$ cat src/rtl/conv2d_stream.sv
// rtl/conv2d_stream.sv - streaming 3x3 convolution with two line buffers, runtime kernel and saturating output
module conv2d_stream #(
    parameter int IMG_W  = 8,
    parameter int IMG_H  = 8,
    parameter int DATA_W = 8,
    parameter int COEF_W = 8,
    parameter int OUT_W  = 16,
    parameter int SHIFT  = 4
) (
    input  logic                     clk,
    input  logic                     rst,
    input  logic                     in_st,
    input  logic                     coef_wr,
    input  logic [3:0]               coef_addr,
    input  logic signed [COEF_W-1:0] coef_din,
    input  logic                     pix_valid,
    output logic                     pix_ready,
    input  logic signed [DATA_W-1:0] pix_din,
    output logic signed [OUT_W-1:0]  dout,
    output logic                     out_st,
    input  logic                     out_ready,
    output logic                     out_last,
    output logic                     busy,
    output logic                     done
);
    localparam int PROD_W = DATA_W + COEF_W;
    localparam int SUM_W  = PROD_W + 4;
    localparam int CW     = $clog2(IMG_W);
    localparam int RW     = $clog2(IMG_H);
    localparam logic [CW-1:0] COL_LAST = CW'(IMG_W - 1);
    localparam logic [RW-1:0] ROW_LAST = RW'(IMG_H - 1);

    typedef enum logic [1:0] {IDLE, RUN, DRAIN} state_t;
    state_t state, state_nxt;

    logic [CW-1:0]            col;
    logic [RW-1:0]            row;
    logic signed [COEF_W-1:0] coef    [9];
    logic signed [DATA_W-1:0] line1   [IMG_W];
    logic signed [DATA_W-1:0] line2   [IMG_W];
    logic signed [DATA_W-1:0] win     [3][2];
    logic signed [DATA_W-1:0] new_col [3];
    logic signed [DATA_W-1:0] taps    [9];
    logic signed [PROD_W-1:0] prod_d  [9];
    logic signed [PROD_W-1:0] prod_q  [9];
    logic                     s1_valid, s1_last;
    logic signed [SUM_W-1:0]  sum, shifted;
    logic signed [OUT_W-1:0]  sat;
    logic                     stall, accept, at_last_pix, win_ok, last_beat, start;

    assign stall       = out_st && !out_ready;
    assign pix_ready   = (state == RUN) && !stall;
    assign accept      = pix_valid && pix_ready;
    assign at_last_pix = (col == COL_LAST) && (row == ROW_LAST);
    assign win_ok      = (row >= RW'(2)) && (col >= CW'(2));
    assign last_beat   = out_st && out_ready && out_last;
    assign start       = (state == IDLE) && in_st && !done;
    assign busy        = (state != IDLE);

    always_ff @(posedge clk) begin
        if (rst) state <= IDLE;
        else     state <= state_nxt;
    end

    always_comb begin
        state_nxt = state;
        case (state)
            IDLE:    if (start) state_nxt = RUN;
            RUN:     if (accept && at_last_pix) state_nxt = DRAIN;
            DRAIN:   if (last_beat) state_nxt = IDLE;
            default: state_nxt = IDLE;
        endcase
    end

    always_ff @(posedge clk) begin
        if (rst) done <= 1'b0;
        else     done <= (state == DRAIN) && last_beat;
    end

    always_ff @(posedge clk) begin
        if (rst || start) begin
            col <= '0;
            row <= '0;
        end else if (accept) begin
            if (col == COL_LAST) begin
                col <= '0;
                row <= row + RW'(1);
            end else begin
                col <= col + CW'(1);
            end
        end
    end

    // Reset kernel is the binomial blur: corners 1, edges 2, centre 4.
    always_ff @(posedge clk) begin
        if (rst) begin
            for (int k = 0; k < 9; k++)
                coef[k] <= COEF_W'((k == 4) ? 4 : ((k % 2) == 1) ? 2 : 1);
        end else if (state == IDLE && coef_wr && coef_addr < 4'd9) begin
            coef[coef_addr] <= coef_din;
        end
    end

    // The window keeps the two older columns; the newest column is read live
    // from the line buffers so the products see the pixel being accepted.
    always_comb begin
        new_col[0] = line2[col];
        new_col[1] = line1[col];
        new_col[2] = pix_din;
        for (int r = 0; r < 3; r++) begin
            taps[r*3+0] = win[r][0];
            taps[r*3+1] = win[r][1];
            taps[r*3+2] = new_col[r];
        end
        for (int k = 0; k < 9; k++)
            prod_d[k] = PROD_W'(taps[k]) * PROD_W'(coef[k]);
    end

    always_ff @(posedge clk) begin
        if (accept) begin
            line2[col] <= line1[col];
            line1[col] <= pix_din;
            for (int r = 0; r < 3; r++) begin
                win[r][0] <= win[r][1];
                win[r][1] <= new_col[r];
            end
        end
    end

    always_ff @(posedge clk) begin
        if (rst) begin
            s1_valid <= 1'b0;
            s1_last  <= 1'b0;
        end else if (!stall) begin
            s1_valid <= accept && win_ok;
            s1_last  <= accept && at_last_pix;
        end
    end

    always_ff @(posedge clk) begin
        if (accept) prod_q <= prod_d;
    end

    always_comb begin
        sum = '0;
        for (int k = 0; k < 9; k++)
            sum = sum + SUM_W'(prod_q[k]);
        shifted = sum >>> SHIFT;
    end

    generate
        if (OUT_W < SUM_W) begin : g_clip
            logic [SUM_W-OUT_W:0] hi;
            assign hi = shifted[SUM_W-1:OUT_W-1];
            // In range only when every bit above the output sign matches it.
            always_comb begin
                if (hi == '0 || hi == '1) sat = shifted[OUT_W-1:0];
                else                      sat = {shifted[SUM_W-1], {(OUT_W-1){~shifted[SUM_W-1]}}};
            end
        end else begin : g_wide
            assign sat = OUT_W'(shifted);
        end
    endgenerate

    always_ff @(posedge clk) begin
        if (rst) begin
            out_st   <= 1'b0;
            out_last <= 1'b0;
            dout     <= '0;
        end else if (!stall) begin
            out_st   <= s1_valid;
            out_last <= s1_valid && s1_last;
            if (s1_valid) dout <= sat;
        end
    end
endmodule

$ cat config.mk
export PLATFORM = sky130hd
export DESIGN_NAME = conv2d_stream
export DESIGN_NICKNAME = d
export VERILOG_FILES = /design/src/rtl/conv2d_stream.sv
export SDC_FILE = /design/constraint.sdc
export NUM_CORES = 2
export LEC_CHECK = 0
export ABC_CLOCK_PERIOD_IN_PS = 9300
export BUFFER_PORTS_ARGS = -buffer_cell sky130_fd_sc_hd__buf_4
export CAP_MARGIN = 20
export CORE_ASPECT_RATIO = 1.2
export CORE_MARGIN = 4
export CORE_UTILIZATION = 40
export DETAILED_ROUTE_END_ITERATION = 7
export GPL_TIMING_DRIVEN = 0
export SLEW_MARGIN = 20
export SYNTH_ARGS = -nofsm -noshare
export SYNTH_HDL_FRONTEND = slang
export SYNTH_SLANG_ARGS = --single-unit
$ cat constraint.sdc
create_clock -name clk -period 9.3 [get_ports clk]
set_input_delay 0.93 -clock clk [delete_from_list [all_inputs] [get_ports clk]]
set_output_delay 0.93 -clock clk [all_outputs]
set_load 0.02 [all_outputs]
* Yosys cells after proc, flatten, opt, wreduce, memory -nomap -nowiden
Memories as Yosys holds them, arrays and structs flattened. A register that Yosys moved wholly into a read port is not among the register bits.
Cells that the tools add are included.
** Storage, ports and cells
- Register bits :: 173
- Latch bits :: 0
- Memory bits (writable) :: 248
- ROM bits :: 0
- Input port bits :: 26
- Output and inout bits :: 21
- Word-level logic and storage cells :: 101
- Memories kept :: 4
** Operators by class
- Add/sub/neg operators :: 10
- Multipliers :: 9
- Div/mod/pow operators :: 0
- Magnitude comparators :: 3
- Equal/unequal tests :: 8
- Shift-type cells :: 0
- Muxes and demuxes :: 20
- Bitwise logic cells :: 2
- Reductions and logical operators :: 27
** Memory list
- coef :: words 9, bits a word 8, read ports 9, clocked after Yosys merged registers in 0, wr ports 9, line 38 : logic signed [COEF_W-1:0] coef [9];
- line1 :: words 8, bits a word 8, read ports 1, clocked after Yosys merged registers in 1, wr ports 1, line 39 : logic signed [DATA_W-1:0] line1 [IMG_W];
- line2 :: words 8, bits a word 8, read ports 1, clocked after Yosys merged registers in 1, wr ports 1, line 40 : logic signed [DATA_W-1:0] line2 [IMG_W];
- win :: words 3, bits a word 16, read ports 3, clocked after Yosys merged registers in 0, wr ports 3, line 41 : logic signed [DATA_W-1:0] win [3][2];
** Operator list (count)
- 8-bit by 8-bit multiplier with 16-bit output :: 9
- 20-bit by 16-bit adder with 20-bit output :: 4
- 19-bit by 16-bit adder with 20-bit output :: 1
- 18-bit by 16-bit adder with 19-bit output :: 1
- 17-bit by 16-bit adder with 18-bit output :: 1
- 16-bit by 16-bit adder with 17-bit output :: 1
- 1-bit logical AND :: 15
- 15-bit 2-to-1 mux :: 1
- 3-bit 2-to-1 mux :: 5
- 1-bit 2-to-1 mux :: 8
- 8-bit 2-to-1 mux :: 1
- 8-bit OR reduction :: 1
- 3-bit by 1-bit adder with 3-bit output, second input constant :: 2
- 3-bit == test, second input constant :: 2
- 3-bit by 2-bit >= comparator with 1-bit output, second input constant :: 2
- 2-bit 2-to-1 mux :: 3
- 2-bit case mux with 3 select lines :: 1
- 5-bit == test, second input constant :: 1
- 5-bit zero test :: 1
- 4-bit < comparator, second input constant :: 1
- 4-bit 2-to-1 mux :: 1
- 2-bit != test, second input constant :: 2
- 2-bit AND reduction :: 2
- 1-bit zero test :: 3
- other kinds (8) :: 10

* Depth between registers and ports, before layout
- Depth after elaboration :: 11
- Gate-level depth with buffers :: 21
- Mapped depth without buffers :: 19

* Worst setup path after synthesis
Ideal clock, no wire load.
- Path kind :: input to register
- Start point :: input out_ready
- End point :: memory line1[1][0] (enable)
- Setup time :: 409 ps
- Arrival time :: 7413 ps
- Required time :: 8891 ps
- Path slack :: 1478 ps
- Stages :: 6
- Path buffers :: 0
- Path through :: nor2b_1 nor3b_1 nand2_1 inv_1 nand2_1 nor3_1
** Between the ends
- Longest elaborated chain between the ends :: 7
** Ends and longest elaborated chain
- start, declared :: line 21 : input logic out_ready,
- 1-bit zero test :: line 51 : assign stall = out_st && !out_ready;
- 1-bit logical AND :: line 51
- 1-bit zero test
- 1-bit logical AND :: line 52 : assign pix_ready = (state == RUN) && !stall;
- named net pix_ready :: line 17 : output logic pix_ready,
- 1-bit logical AND :: line 53 : assign accept = pix_valid && pix_ready;
- named net accept :: line 49 : logic stall, accept, at_last_pix, win_ok, last_beat, start;
- 1-bit 2-to-1 mux :: line 120 : if (accept) begin
- 1-bit 2-to-1 mux (implied by the code) :: line 122 : line1[col] <= pix_din;
- end, declared :: line 39
The timed path passes the listed nets, and every way through them passes these cells.

==> impl_metrics.py <==
metrics = {
    "detailed_routing": {
        "ant_nets": 0,
        "vias_per_cell": 4.82,
        "num_vias": 24394,
        "drt-wirelength-per-cell_um": 18.1,
        "routed_wl_mm": 91.4,
        "dr.first_iter.drc_count": 1216,
        "route.detailed.drc": 0,
        "first_pass_iters": 5,
    },
    "global_routing": {
        "use_met1": 0.230,
        "grt_use_met3": 0.0208,
        "grt_max_degree": 76,
        "grt_pass1_vias": 26603,
        "grt_pass1_wl_mm": 147,
        "gr-usage-all-layers": 0.177,
        "grt_busiest_layer": "met2",
        "use_met2": 0.320,
        "grt-ovfl-total": 0,
        "grt_antenna_before_repair": 8,
    },
    "timing": {
        "finalCriticalPeriod_ns": 6.02,
        "drv_slew": 0,
        "fin_skew_ns": 0.0557,
        "slew_headroom": 0.227,
        "worstMarginPinSlew_ns": 1.16,
        "rsz0062_at_grt": "no",
        "fin_crit_sh": 0.647,
        "fmax_mhz": 166,
        "setup_viol": 0,
        "finalHoldViolCount": 0,
    },
    "yosys": {
        "synth_common_cells": "815 x inv_1, 609 x fa_1, 392 x edfxtp_1",
        "yosysMostFrequentCell": "inv_1",
        "synth_edf_count": 392,
        "ys_seq_area_frac": 0.306,
        "synth_flop_cell": "edfxtp_1",
        "syn_nets": 4470,
        "synth-async-reset-ratio": 0,
        "synthCells": 3552,
        "synth_area_um2": 40500,
        "synth.largest_area_cell": "fa_1",
        "ys_types": 74,
        "yosys_warnings": 0,
        "synth_seq_cells": 424,
        "synth_top_area_share": 0.301,
        "syn_area_per_cell_um2": 11.4,
        "synthTopCellsByArea": "fa_1 30%, edfxtp_1 29%, ha_1 8.7%, inv_1 7.5%, and2_1 5.7%",
    },
    "cts": {
        "cts.clk_slew.worst_paths_ns": 0.06,
        "post_cts_buffers": 0,
        "insertion_delay_ns": 0.64,
        "clk_path_buf_depth": 3,
        "htree_levels": 2,
        "cts_root_buffer": "clkbuf_16",
        "cts_hold_buffers": 0,
        "cts_buffers": 48,
        "cts_tree": "done",
        "postCtsResizedCells": 0,
        "clock-sinks": 424,
    },
    "finish": {
        "syn_to_final_growth_pct": 9.64,
        "seqCellArea_um2": 12400,
        "postLayoutCellArea_um2": 44500,
        "multi_input_area_um2": 25000,
        "final.fill_count": 9352,
        "final_nets": 4582,
        "drive_gt1_frac": 0.0597,
        "stdcell_count": 5058,
    },
    "critical_path": {
        "worstPathRequired_ns": 9.66,
        "crit_fanout": 10,
        "critPathBufInv": 4,
        "worst_ep_arrival_time_ns": 6.38,
        "crit_cells": 18,
        "cp_common_cell": "fa_1",
        "r2r_cells": 18,
        "cp_top_family": "adder cells",
        "crit_chain": "buf_2 > buf_2 > mux4_2 > mux2_4 > and2_1 > fa_1 > inv_1 > fa_1 > fa_1 > fa_1 > inv_1 > ha_1 > and3_1 > a2111o_1 > a22o_1 > nor3_1 > o21bai_1 > xnor2_1",
        "cp_slowest_cell": "fa_1",
        "startpoint_type": "flip-flop",
        "criticalPathCategory": "reg -> reg",
        "crit_path_max_incr_delay_ns": 0.56,
        "worst_setup_path_end_kind": "flip-flop",
    },
    "outcome": {
        "outcome": "finished clean",
    },
    "floorplan": {
        "die_w_um": 299,
        "ioPinCount": 47,
        "fp.coreArea_um2": 100000,
        "rows": 127,
        "die_h_um": 357,
        "start_util": 0.404,
        "dieArea_um2": 107000,
    },
    "worst_hold_path": {
        "min_from": "dout[1]",
        "hp-class": "reg -> reg",
        "hold_path_depth": 2,
    },
    "place": {
        "routabilityCongestion": 0.852,
        "port-buffer-count": 46,
        "hpwlAfterDp_mm": 75.2,
        "placed_area_um2": 42800,
        "dp_cells": 4968,
    },
    "job": {
        "maxCapViolations": 0,
    },
}
-- area by class of cell --
cell class                      instances  area share
Multi-Input combinational cell       2284       0.561
Sequential cell                       424       0.279
Inverter                              820      0.0694
Tap cell                             1354      0.0381
Clock buffer                           59      0.0282
Timing Repair Buffer                   62      0.0119
Clock inverter                         29     0.00870
Buffer                                 24     0.00307
Antenna cell                            2    0.000113
-- through the flow --
step / worst slack [ns] / setup TNS (ns) / hold slack, ns / utilization
after detailed placement: 3.21 / 0 / 0.447 / 0.427
final: 3.28 / 0 / 0.451 / 0.443
after floorplan: 1.48 / 0 / 0.437 / -
after global routing: 2.94 / 0 / 0.475 / 0.443
after global placement: -1.58 / -62.08 / 0.446 / 0.425
after CTS: 3.20 / 0 / 0.454 / 0.443
-- cells in the final DEF (no fill, tap or decap), drive strengths merged, types with 66 or more instances in the layout --
cell type,count
inv,821
fa,609
edfxtp,392
and2,370
ha,283
nand2,233
xnor2,131
nor2,85
buf,73
clkbuf,72
o21ai,66
-- cell families after synthesis --
group | synth area share
AO/OA/AOI/OAI | 0.0426
AND/OR/NAND/NOR | 0.125
flip-flops | 0.306
buffers and inverters | 0.0793
multiplexers | 0.0263
adder cells (fa/ha/maj) | 0.388
XOR/XNOR | 0.0326
-- layer usage --
layer / wire [µm] / vias up / share of wire
met1: 39500 / 12405 / 0.43
met2: 46100 / 418 / 0.50
li1: - / 11469 / -
met3: 3870 / 102 / 0.042
met4: 1940 / 0 / 0.021
met5: 0 / - / 0
-- registers in the layout, indices dropped and copies added, names as in the netlist, 2 cells and up, named ones only --
register and cells:
prod_q 144, coef 72, line1 64, line2 64, win 48, dout 16
col 3, row 3, state 2
-- path summary, 6_finish.rpt --
check	end	slack, ns
setup reg to reg	prod_q[111]	3.28
hold reg to reg	dout[1]	0.45
setup / recovery	prod_q[111]	3.28
hold / removal	dout[1]	0.45
-- worst register-to-register path, stage by stage (launching register included) --
cell and delay [ns]:
dfxtp_1 0.45, buf_2 0.31, buf_2 0.35, mux4_2 0.36
mux2_4 0.38, and2_1 0.23, fa_1 0.53, inv_1 0.05
fa_1 0.56, fa_1 0.43, fa_1 0.49, inv_1 0.04
ha_1 0.33, and3_1 0.19, a2111o_1 0.46, a22o_1 0.24
nor3_1 0.16, o21bai_1 0.10, xnor2_1 0.12
Power is left out: the tool's default activity adds up to more than one toggle a clock period on the data nets, which glitch-free logic cannot reach.
